## config.mk

```make
export PLATFORM = sky130hd
export DESIGN_NAME = knn_distance_unit
export DESIGN_NICKNAME = d
export VERILOG_FILES = /design/src/rtl/knn_pkg.sv /design/src/rtl/knn_lane_term.sv /design/src/rtl/knn_distance_unit.sv
export SDC_FILE = /design/constraint.sdc
export NUM_CORES = 2
export LEC_CHECK = 0
export CAP_MARGIN = 20
export CORE_ASPECT_RATIO = 1.1
export CORE_UTILIZATION = 45
export CTS_CLUSTER_DIAMETER = 150
export DETAILED_ROUTE_END_ITERATION = 10
export GPL_TIMING_DRIVEN = 0
export SLEW_MARGIN = 20
export SYNTH_ARGS = -nofsm -noshare
export SYNTH_HDL_FRONTEND = slang
export SYNTH_SLANG_ARGS = --single-unit
export TNS_END_PERCENT = 1
```

## constraint.sdc

```tcl
create_clock -name clk -period 22.7 [get_ports clk]
set_clock_uncertainty 0.05 [all_clocks]
set_input_delay 2.27 -clock clk [delete_from_list [all_inputs] [get_ports clk]]
set_output_delay 2.27 -clock clk [all_outputs]
set_load 0.1 [all_outputs]
```

## src/rtl/knn_pkg.sv

```systemverilog
// Shared definitions for the KNN distance datapath and its downstream sorter.
package knn_pkg;

  localparam logic METRIC_MANHATTAN = 1'b0;
  localparam logic METRIC_SQEUCLID  = 1'b1;

  typedef enum logic [1:0] {
    ST_IDLE  = 2'd0,
    ST_ACCUM = 2'd1,
    ST_HOLD  = 2'd2
  } knn_state_e;

  // Each term is at most 2W bits, and f of them need clog2(f) more bits to
  // add up without overflow.
  function automatic int knn_dist_w(input int w, input int f);
    return 2 * w + $clog2(f);
  endfunction

endpackage

```

## src/rtl/knn_lane_term.sv

```systemverilog
// One lane: unsigned |a-b|, or its square, zero-extended to 2W bits.
module knn_lane_term
  import knn_pkg::*;
#(
  parameter int W = 32
) (
  input  logic [W-1:0]   a_i,
  input  logic [W-1:0]   b_i,
  input  logic           metric_i,
  output logic [2*W-1:0] term_o
);

  logic [W-1:0]   diff;
  logic [2*W-1:0] diff_x;

  // The larger operand minus the smaller one, so no sign bit is needed.
  always_comb begin
    diff   = (a_i >= b_i) ? (a_i - b_i) : (b_i - a_i);
    diff_x = {{W{1'b0}}, diff};
    term_o = (metric_i == METRIC_SQEUCLID) ? (diff_x * diff_x) : diff_x;
  end

endmodule

```

## src/rtl/knn_distance_unit.sv

```systemverilog
// Sequential KNN distance: LANES features per cycle, with valid/ready on both sides.
module knn_distance_unit
  import knn_pkg::*;
#(
  parameter  int M     = 2,
  parameter  int N     = 3,
  parameter  int W     = 32,
  parameter  int LW    = 32,
  parameter  int LANES = 1,
  localparam int F     = M * N,
  localparam int DW    = knn_dist_w(W, M * N)
) (
  input  logic            clk,
  input  logic            rst,
  input  logic            clear,
  input  logic            in_valid,
  output logic            in_ready,
  input  logic            metric,
  input  logic [F*W-1:0]  training_data,
  input  logic [LW-1:0]   training_data_type,
  input  logic [F*W-1:0]  input_data,
  output logic            out_valid,
  input  logic            out_ready,
  output logic [DW-1:0]   distance,
  output logic [LW-1:0]   data_type,
  output logic            done
);

  localparam int G  = F / LANES;
  localparam int IW = (G > 1) ? $clog2(G) : 1;

  if (F % LANES != 0) begin : g_bad_lanes
    $error("knn_distance_unit: F=%0d is not divisible by LANES=%0d", F, LANES);
  end

  knn_state_e              state_q, state_d;
  logic [IW-1:0]           idx_q, idx_d;
  logic [DW-1:0]           acc_q, acc_d;
  logic [DW-1:0]           dist_q, dist_d;
  logic [LW-1:0]           type_q, type_d;
  logic [LW-1:0]           lbl_q, lbl_d;
  logic                    met_q, met_d;
  logic                    done_q, done_d;
  logic [F-1:0][W-1:0]     trn_q, trn_d;
  logic [F-1:0][W-1:0]     inp_q, inp_d;
  logic [LANES-1:0][2*W-1:0] term;
  logic [DW-1:0]           lane_sum;
  logic                    accept;
  logic                    last;

  // Feature vectors shift down by one lane group per ACCUM cycle, so the
  // lanes always read the bottom LANES features.
  for (genvar l = 0; l < LANES; l++) begin : g_lane
    knn_lane_term #(.W(W)) u_term (
      .a_i      (trn_q[l]),
      .b_i      (inp_q[l]),
      .metric_i (met_q),
      .term_o   (term[l])
    );
  end

  // Adder tree across the lanes, zero-extended to the full distance width.
  always_comb begin
    lane_sum = '0;
    for (int l = 0; l < LANES; l++) lane_sum = lane_sum + DW'(term[l]);
  end

  assign accept = in_valid && in_ready;
  assign last   = (idx_q == IW'(G - 1));

  // State register.
  always_ff @(posedge clk or negedge rst) begin
    if (!rst) state_q <= ST_IDLE;
    else      state_q <= state_d;
  end

  // Next state; clear overrides every transition.
  always_comb begin
    state_d = state_q;
    unique case (state_q)
      ST_IDLE:  if (accept)    state_d = ST_ACCUM;
      ST_ACCUM: if (last)      state_d = ST_HOLD;
      ST_HOLD:  if (out_ready) state_d = ST_IDLE;
      default:                 state_d = ST_IDLE;
    endcase
    if (clear) state_d = ST_IDLE;
  end

  // Handshake outputs decoded from the state.
  always_comb begin
    in_ready  = (state_q == ST_IDLE);
    out_valid = (state_q == ST_HOLD);
  end

  // Datapath next state: capture on accept, accumulate, load result on the
  // last group, pulse done on the output handshake. clear freezes it.
  always_comb begin
    trn_d  = trn_q;
    inp_d  = inp_q;
    met_d  = met_q;
    lbl_d  = lbl_q;
    acc_d  = acc_q;
    idx_d  = idx_q;
    dist_d = dist_q;
    type_d = type_q;
    done_d = 1'b0;
    if (!clear) begin
      unique case (state_q)
        ST_IDLE: if (accept) begin
          trn_d = training_data;
          inp_d = input_data;
          met_d = metric;
          lbl_d = training_data_type;
          acc_d = '0;
          idx_d = '0;
        end
        ST_ACCUM: begin
          acc_d = acc_q + lane_sum;
          idx_d = idx_q + 1'b1;
          trn_d = trn_q >> (LANES * W);
          inp_d = inp_q >> (LANES * W);
          if (last) begin
            dist_d = acc_q + lane_sum;
            type_d = lbl_q;
          end
        end
        ST_HOLD: done_d = out_ready;
        default: ;
      endcase
    end
  end

  // Datapath registers.
  always_ff @(posedge clk or negedge rst) begin
    if (!rst) begin
      trn_q  <= '0;
      inp_q  <= '0;
      met_q  <= METRIC_MANHATTAN;
      lbl_q  <= '0;
      acc_q  <= '0;
      idx_q  <= '0;
      dist_q <= '0;
      type_q <= '0;
      done_q <= 1'b0;
    end else begin
      trn_q  <= trn_d;
      inp_q  <= inp_d;
      met_q  <= met_d;
      lbl_q  <= lbl_d;
      acc_q  <= acc_d;
      idx_q  <= idx_d;
      dist_q <= dist_d;
      type_q <= type_d;
      done_q <= done_d;
    end
  end

  assign distance  = dist_q;
  assign data_type = type_q;
  assign done      = done_q;

endmodule

```

# --- After elaboration in Yosys (flattened, before gate mapping) ---
# Cells that the tools add are included.
word_totals:
  input_bits: 422
  register_bits: 589
  word_cells: 58
  output_inout_bits: 102
op_classes:
  addsub: 4
  n_eq_ne: 7
  magnitude_cmp: 1
  reduce_logical: 7
  mux: 17
  bitwise_logic: 1
  multipliers: 1
ops:
  columns: ["operator", "n"]
  rows:
  - ["one-hot mux 192 bit (2 select lines)", 2]
  - ["two-way mux 192 bit", 2]
  - ["one-hot mux 67 bit (2 select lines)", 1]
  - ["adder 67 x 64 -> 67 bit", 1]
  - ["two-way mux 67 bit", 1]
  - ["multiplier 32 x 32 -> 64 bit", 1]
  - ["two-way mux 64 bit", 1]
  - ["subtractor 32 bit", 2]
  - ["greater-or-equal comparator 32 bit", 1]
  - ["two-way mux 32 bit", 1]
  - ["AND reduction 3 bit", 4]
  - ["two-way mux 2 bit", 4]
  - ["!= test 3 x 2 -> 1 bit (second input constant)", 2]
  - ["one-hot mux 2 bit (3 select lines)", 1]
  - ["one-hot mux 3 bit (2 select lines)", 1]
  - ["adder 3 x 1 -> 3 bit (second input constant)", 1]
  - ["equality test 3 bit (second input constant)", 1]
  - ["two-way mux 3 bit", 1]
  - ["!= test 3 bit (second input constant)", 1]
  - ["equality test 2 x 1 -> 1 bit (second input constant)", 1]
  - ["equality test 2 bit (second input constant)", 1]
  - ["logical NOT 2 bit", 1]
  - ["two-way mux 1 bit", 2]
  - ["!= test 2 x 1 -> 1 bit (second input constant)", 1]
  - ["3 further kinds", 3]

# --- Longest topological paths before layout ---
logic_depth:
  ltp_word: 6
  ltp_mapped: 56
  depth_no_buf: 51

# --- Cells and area by module ---
# A second synthesis with hierarchy kept.
unflattened:
  hier_cells: 6641
  hier_area_um2: 60364.1
by_module_without_submodules:
  columns: ["mod", "seq_area_each_um2", "cells_each", "area_each_um2", "instances"]
  rows:
  - ["knn_lane_term", 0.0, 3823, 33056.7, 1]
  - ["knn_distance_unit", 14739.1, 2818, 27307.4, 1]

# --- Worst setup path after synthesis ---
# Ideal clock, no wire load.
synth_path:
  kind: "register -> register"
  start: "reg trn_q[0] (netlist bit)"
  end: "reg acc_q[62]"
  setup_ns: 0.116
  n_path_buf: 2
  t_required_ns: 22.534
  path_stages_with_launch: 48
  setup_slack_ns: 10.686
  synth_period_minus_slack_ns: 12.014
  arrival_time_ns: 11.849
  cell_sequence: "dfrtp_1 inv_1 ha_1 inv_1 fa_1 a211oi_1 o211ai_1 a31o_2 o2111ai_2 a21oi_4 a2111oi_0 a21oi_1 a221o_1 xor2_2 buf_2 nand2_1 fa_1 fa_1 [12 not listed] or4_1 or4_1 a211o_1 o2111ai_1 nand2_1 o21ai_1 xor2_1 and2_1 ha_1 a21oi_1 nor2b_1 o21a_1 or2_2 a21o_1 a221o_1 a31oi_1 o21bai_1 o311ai_0"
synth_between:
  elab_chain_len: 6
  word_cells_on_any_way: 8
  cone_classes: "add/sub: 3; mul: 1; order compare: 1; mux: 3"
synth_lines:
  columns: ["element", "line", "rtl"]
  rows:
  - ["start, declared", "knn_distance_unit.sv:44", "logic [F-1:0][W-1:0] trn_q, trn_d;"]
  - ["start signal, assigned", "knn_distance_unit.sv:146", "trn_q <= trn_d;"]
  - ["subtractor 32 bit / greater-or-equal comparator 32 bit (equally long branches)", "knn_lane_term.sv:18", "diff = (a_i >= b_i) ? (a_i - b_i) : (b_i - a_i);"]
  - ["two-way mux 32 bit (*)", "knn_lane_term.sv:18", null]
  - ["multiplier 32 x 32 -> 64 bit", "knn_lane_term.sv:20", "term_o = (metric_i == METRIC_SQEUCLID) ? (diff_x * diff_x) : diff_x;"]
  - ["two-way mux 64 bit (*)", "knn_lane_term.sv:20", null]
  - ["adder 67 x 64 -> 67 bit (*)", "knn_distance_unit.sv:118", "acc_d = acc_q + lane_sum;"]
  - ["one-hot mux 67 bit (2 select lines) (*)", "knn_distance_unit.sv:108", "unique case (state_q)"]
  - ["end signal, assigned", "knn_distance_unit.sv:140", "acc_q <= '0;"]
  - ["end signal, assigned", "knn_distance_unit.sv:150", "acc_q <= acc_d;"]
  - ["end, declared", "knn_distance_unit.sv:38", "logic [DW-1:0] acc_q, acc_d;"]
# Every way passes the cells marked *; elsewhere a longest branch is shown, timed or not.
# A chain may end at the register's enable or synchronous reset.

# --- Worst setup path in the final report ---
layout_path:
  start: "reg inp_q[8] (netlist bit)"
  end: "reg dist_q[61] (netlist: distance[61])"
layout_between:
  elab_chain_len: 5
  word_cells_on_any_way: 7
  cone_classes: "add/sub: 3; mul: 1; order compare: 1; mux: 2"
layout_lines:
  columns: ["element", "line", "rtl"]
  rows:
  - ["start, declared", "knn_distance_unit.sv:45", "logic [F-1:0][W-1:0] inp_q, inp_d;"]
  - ["start signal, assigned", "knn_distance_unit.sv:147", "inp_q <= inp_d;"]
  - ["subtractor 32 bit / greater-or-equal comparator 32 bit (equally long branches)", "knn_lane_term.sv:18", null]
  - ["two-way mux 32 bit (*)", "knn_lane_term.sv:18", null]
  - ["multiplier 32 x 32 -> 64 bit", "knn_lane_term.sv:20", null]
  - ["two-way mux 64 bit (*)", "knn_lane_term.sv:20", null]
  - ["adder 67 x 64 -> 67 bit (*)", "knn_distance_unit.sv:123", "dist_d = acc_q + lane_sum;"]
  - ["end signal, assigned", "knn_distance_unit.sv:152", "dist_q <= dist_d;"]
  - ["end, declared", "knn_distance_unit.sv:39", "logic [DW-1:0] dist_q, dist_d;"]
# Marks and branches as above.

==> results.sh <==
export IMPL_ios=524
export IMPL_hold_path_class="reg -> reg"
export IMPL_timing_rr_end="distance[61]"
export IMPL_reg2reg_slack_ns=6.68
export IMPL_hold_start="lbl_q[21]"
export IMPL_grt_pass1_vias=53200
export IMPL_relSlewSlack=0.103
export IMPL_die_h_um=385
export IMPL_cts_tree="built"
export IMPL_grt_usage=0.347
export IMPL_coreArea_um2=132000
export IMPL_path_class="reg -> reg"
export IMPL_reg2reg_from="inp_q[8]"
export IMPL_drc=0
export IMPL_numCtsBuffers=60
export IMPL_netlist_area_um2=60000
export IMPL_fin_crit_ns=16.02
export IMPL_clk_pin_slew_ns=0.07
export IMPL_ctsHtreeMaxLevel=2
export IMPL_drive_above_1_share=0.0420
export IMPL_max_freq_mhz=62.4
export IMPL_synth_seq_cells=589
export IMPL_drt_iter0_drc=4229
export IMPL_cts_resized=0
export IMPL_avgRoutedWirePerCell_um=25.5
export IMPL_gp_congestion=1.00
export IMPL_cpPeakStageDelay_ns=0.72
export IMPL_post_cts_buffers=0
export IMPL_routed_wl_um=232000
export IMPL_syn_nets=8293
export IMPL_cts_sinks=589
export IMPL_yosys_warnings=0
export IMPL_fin_nets=8891
export IMPL_clk_latency_ns=0.69
export IMPL_avgSynthCellArea_um2=9.01
export IMPL_startpoint_type="flip-flop"
export IMPL_yosys_area_top_type="fa_1"
export IMPL_hold_buffers=0
export IMPL_design_area_um2=70000
export IMPL_start_util=0.453
export IMPL_detail_route_antenna_nets=0
export IMPL_dieWidth_um=350
export IMPL_antenna_found_initial=63
export IMPL_syn_inst=6666
export IMPL_crit_fanout=10
export IMPL_final_hold_viol_count=0
export IMPL_ys_types=81
export IMPL_core_rowCount=140
export IMPL_hold_path_depth=2
export IMPL_grt_overflow=0
export IMPL_crit_arrival_ns=16.60
export IMPL_ff2ff_path_depth=46
export IMPL_io_buffers=523
export IMPL_drv_slew=0
export IMPL_fin_crit_sh=0.706
export IMPL_critPathCaptureType="flip-flop"
export IMPL_die_area_um2=135000
export IMPL_seq_area_frac_synth=0.245
export IMPL_status="completed"
export IMPL_viasPerCell=5.53
export IMPL_dpl_cell_area_um2=67900
export IMPL_cp_slowest_cell="nor4_1"
export IMPL_first_pass_iters=7
export IMPL_synth_area_leaders="fa_1 27%, dfrtp_1 25%, ha_1 8.2%, nand2_1 7.5%, inv_1 6.5%"
export IMPL_cpMostUsedCell="fa_1"
export IMPL_worstMarginPinSlew_ns=1.34
export IMPL_required_ns=23.28
export IMPL_synth_edff_count=0
export IMPL_drv_cap=0
export IMPL_grt_pass1_wl_um=343000
export IMPL_place_detailed_hpwl_um=193000
export IMPL_clk_path_buf_depth=3
export IMPL_min_to="data_type[21]"
export IMPL_async_flop_share=1.00
export IMPL_setup_viol=0
export IMPL_area_delta_synth_final_pct=16.6
export IMPL_synth_top_area_frac=0.270
export IMPL_num_vias=50400
export IMPL_fillers=12600
export IMPL_cts_root_buf="clkbuf_16"
export IMPL_synthFlopType="dfrtp_1"
export IMPL_rsz0062_at_grt="false"
export IMPL_grt_max_degree=100
registers in the layout (all words and copies together) (netlist names), 2 cells and up:
register and flops:
data_type 32, distance 67, lbl_q 32, acc_q 67, state_q 2, inp_q 192
idx_q 3, trn_q 192
metal layers:
layer | share of wire | vias up | GRT usage
met3 | 0.072 | 612 | 0.0735
met1 | 0.37 | 25100 | 0.408
met4 | 0.069 | 58 | 0.202
met5 | 0.0016 | - | 0
met2 | 0.48 | 1944 | 0.586
li1 | - | 22600 | -
critical path: cells and delay by family (launching register included):
family | cells | cell delay (ns)
fa+ha+maj | 11 | 5.00
mux | 2 | 0.38
buf+inv | 10 | 2.54
compound gates | 7 | 2.17
flops | 1 | 0.36
simple gates | 13 | 4.26
xor+xnor | 3 | 1.20
cell type report:
class	instances	area, um^2	area share
sequential	589	14700	0.210
multi-input combinational	4659	40000	0.571
buffer	360	1480	0.0211
antenna	21	52.6	0.000750
timing repair buffer	536	5490	0.0784
tap	1775	2220	0.0317
clock inverter	25	357	0.00509
inverter	1058	3970	0.0567
clock buffer	84	1750	0.0250
metrics by stage:
stage	cells	worst slack, ns	util	hold WS (ns)	setup TNS [ns]
after CTS	9085	6.88	0.528	0.418	0
after floorplan	6666	10.69	-	0.385	0
after global routing	9098	6.18	0.529	0.437	0
after global placement	8964	-7.57	0.510	0.393	-4386.93
final	9107	6.68	0.529	0.412	0
after detailed placement	8976	6.86	0.512	0.400	0
worst max-delay path by stage:
stage / start / endpoint / slack, ns
after global routing: inp_q[9] / distance[61] / 6.18
final: inp_q[8] / distance[61] / 6.68
after floorplan: trn_q[0] / acc_q[62] / 10.69
after detailed placement: inp_q[20] / distance[61] / 6.86
after global placement: rst / trn_q[23] / -7.57
after CTS: inp_q[9] / distance[61] / 6.88
synth_stat cells (all sizes together), types with 20 or more instances:
| library cell | n |
|---|---|
| a211oi | 24 |
| a21o | 111 |
| a21oi | 232 |
| a22o | 120 |
| a22oi | 218 |
| a31oi | 127 |
| and3 | 21 |
| buf | 91 |
| clkbuf | 269 |
| dfrtp | 589 |
| fa | 810 |
| ha | 395 |
| inv | 1057 |
| mux2 | 51 |
| mux2i | 25 |
| nand2 | 1205 |
| nand2b | 42 |
| nand3 | 47 |
| nand4 | 42 |
| nor2 | 525 |
| nor2b | 20 |
| nor3 | 22 |
| o21a | 22 |
| o21ai | 203 |
| o21bai | 40 |
| xnor2 | 95 |
| xor2 | 58 |
cells in the final DEF, fill, tap and decap left out, types with 24 or more instances in the layout:
cell type,instances
buf_2,65
nor2_1,524
a31oi_1,127
dfrtp_1,589
clkbuf_1,270
a21oi_1,229
mux2i_1,24
o21ai_0,197
nand3_1,47
o21bai_1,40
xnor2_1,81
a211oi_1,24
nand2_1,1204
a21o_1,111
clkbuf_16,60
nand4_1,42
xor2_1,49
a22oi_1,218
a22o_1,120
clkdlybuf4s50_1,522
fa_1,810
inv_1,1044
nand2b_1,42
ha_1,395
mux2_2,51
cell families (layout without fill, tap and decap cells):
kind of cell,count (synthesis),in the layout,synth area share
compound gates,1224,1224,0.137
xor+xnor,153,153,0.0241
fa+ha+maj,1205,1205,0.352
buf+inv,1418,2063,0.0905
flops,589,589,0.245
mux,76,76,0.0137
other cells,0,21,0
simple gates,2001,2001,0.136
Power is left out: the tool's default activity adds up to more than one toggle a clock period on the data nets, which glitch-free logic cannot reach.
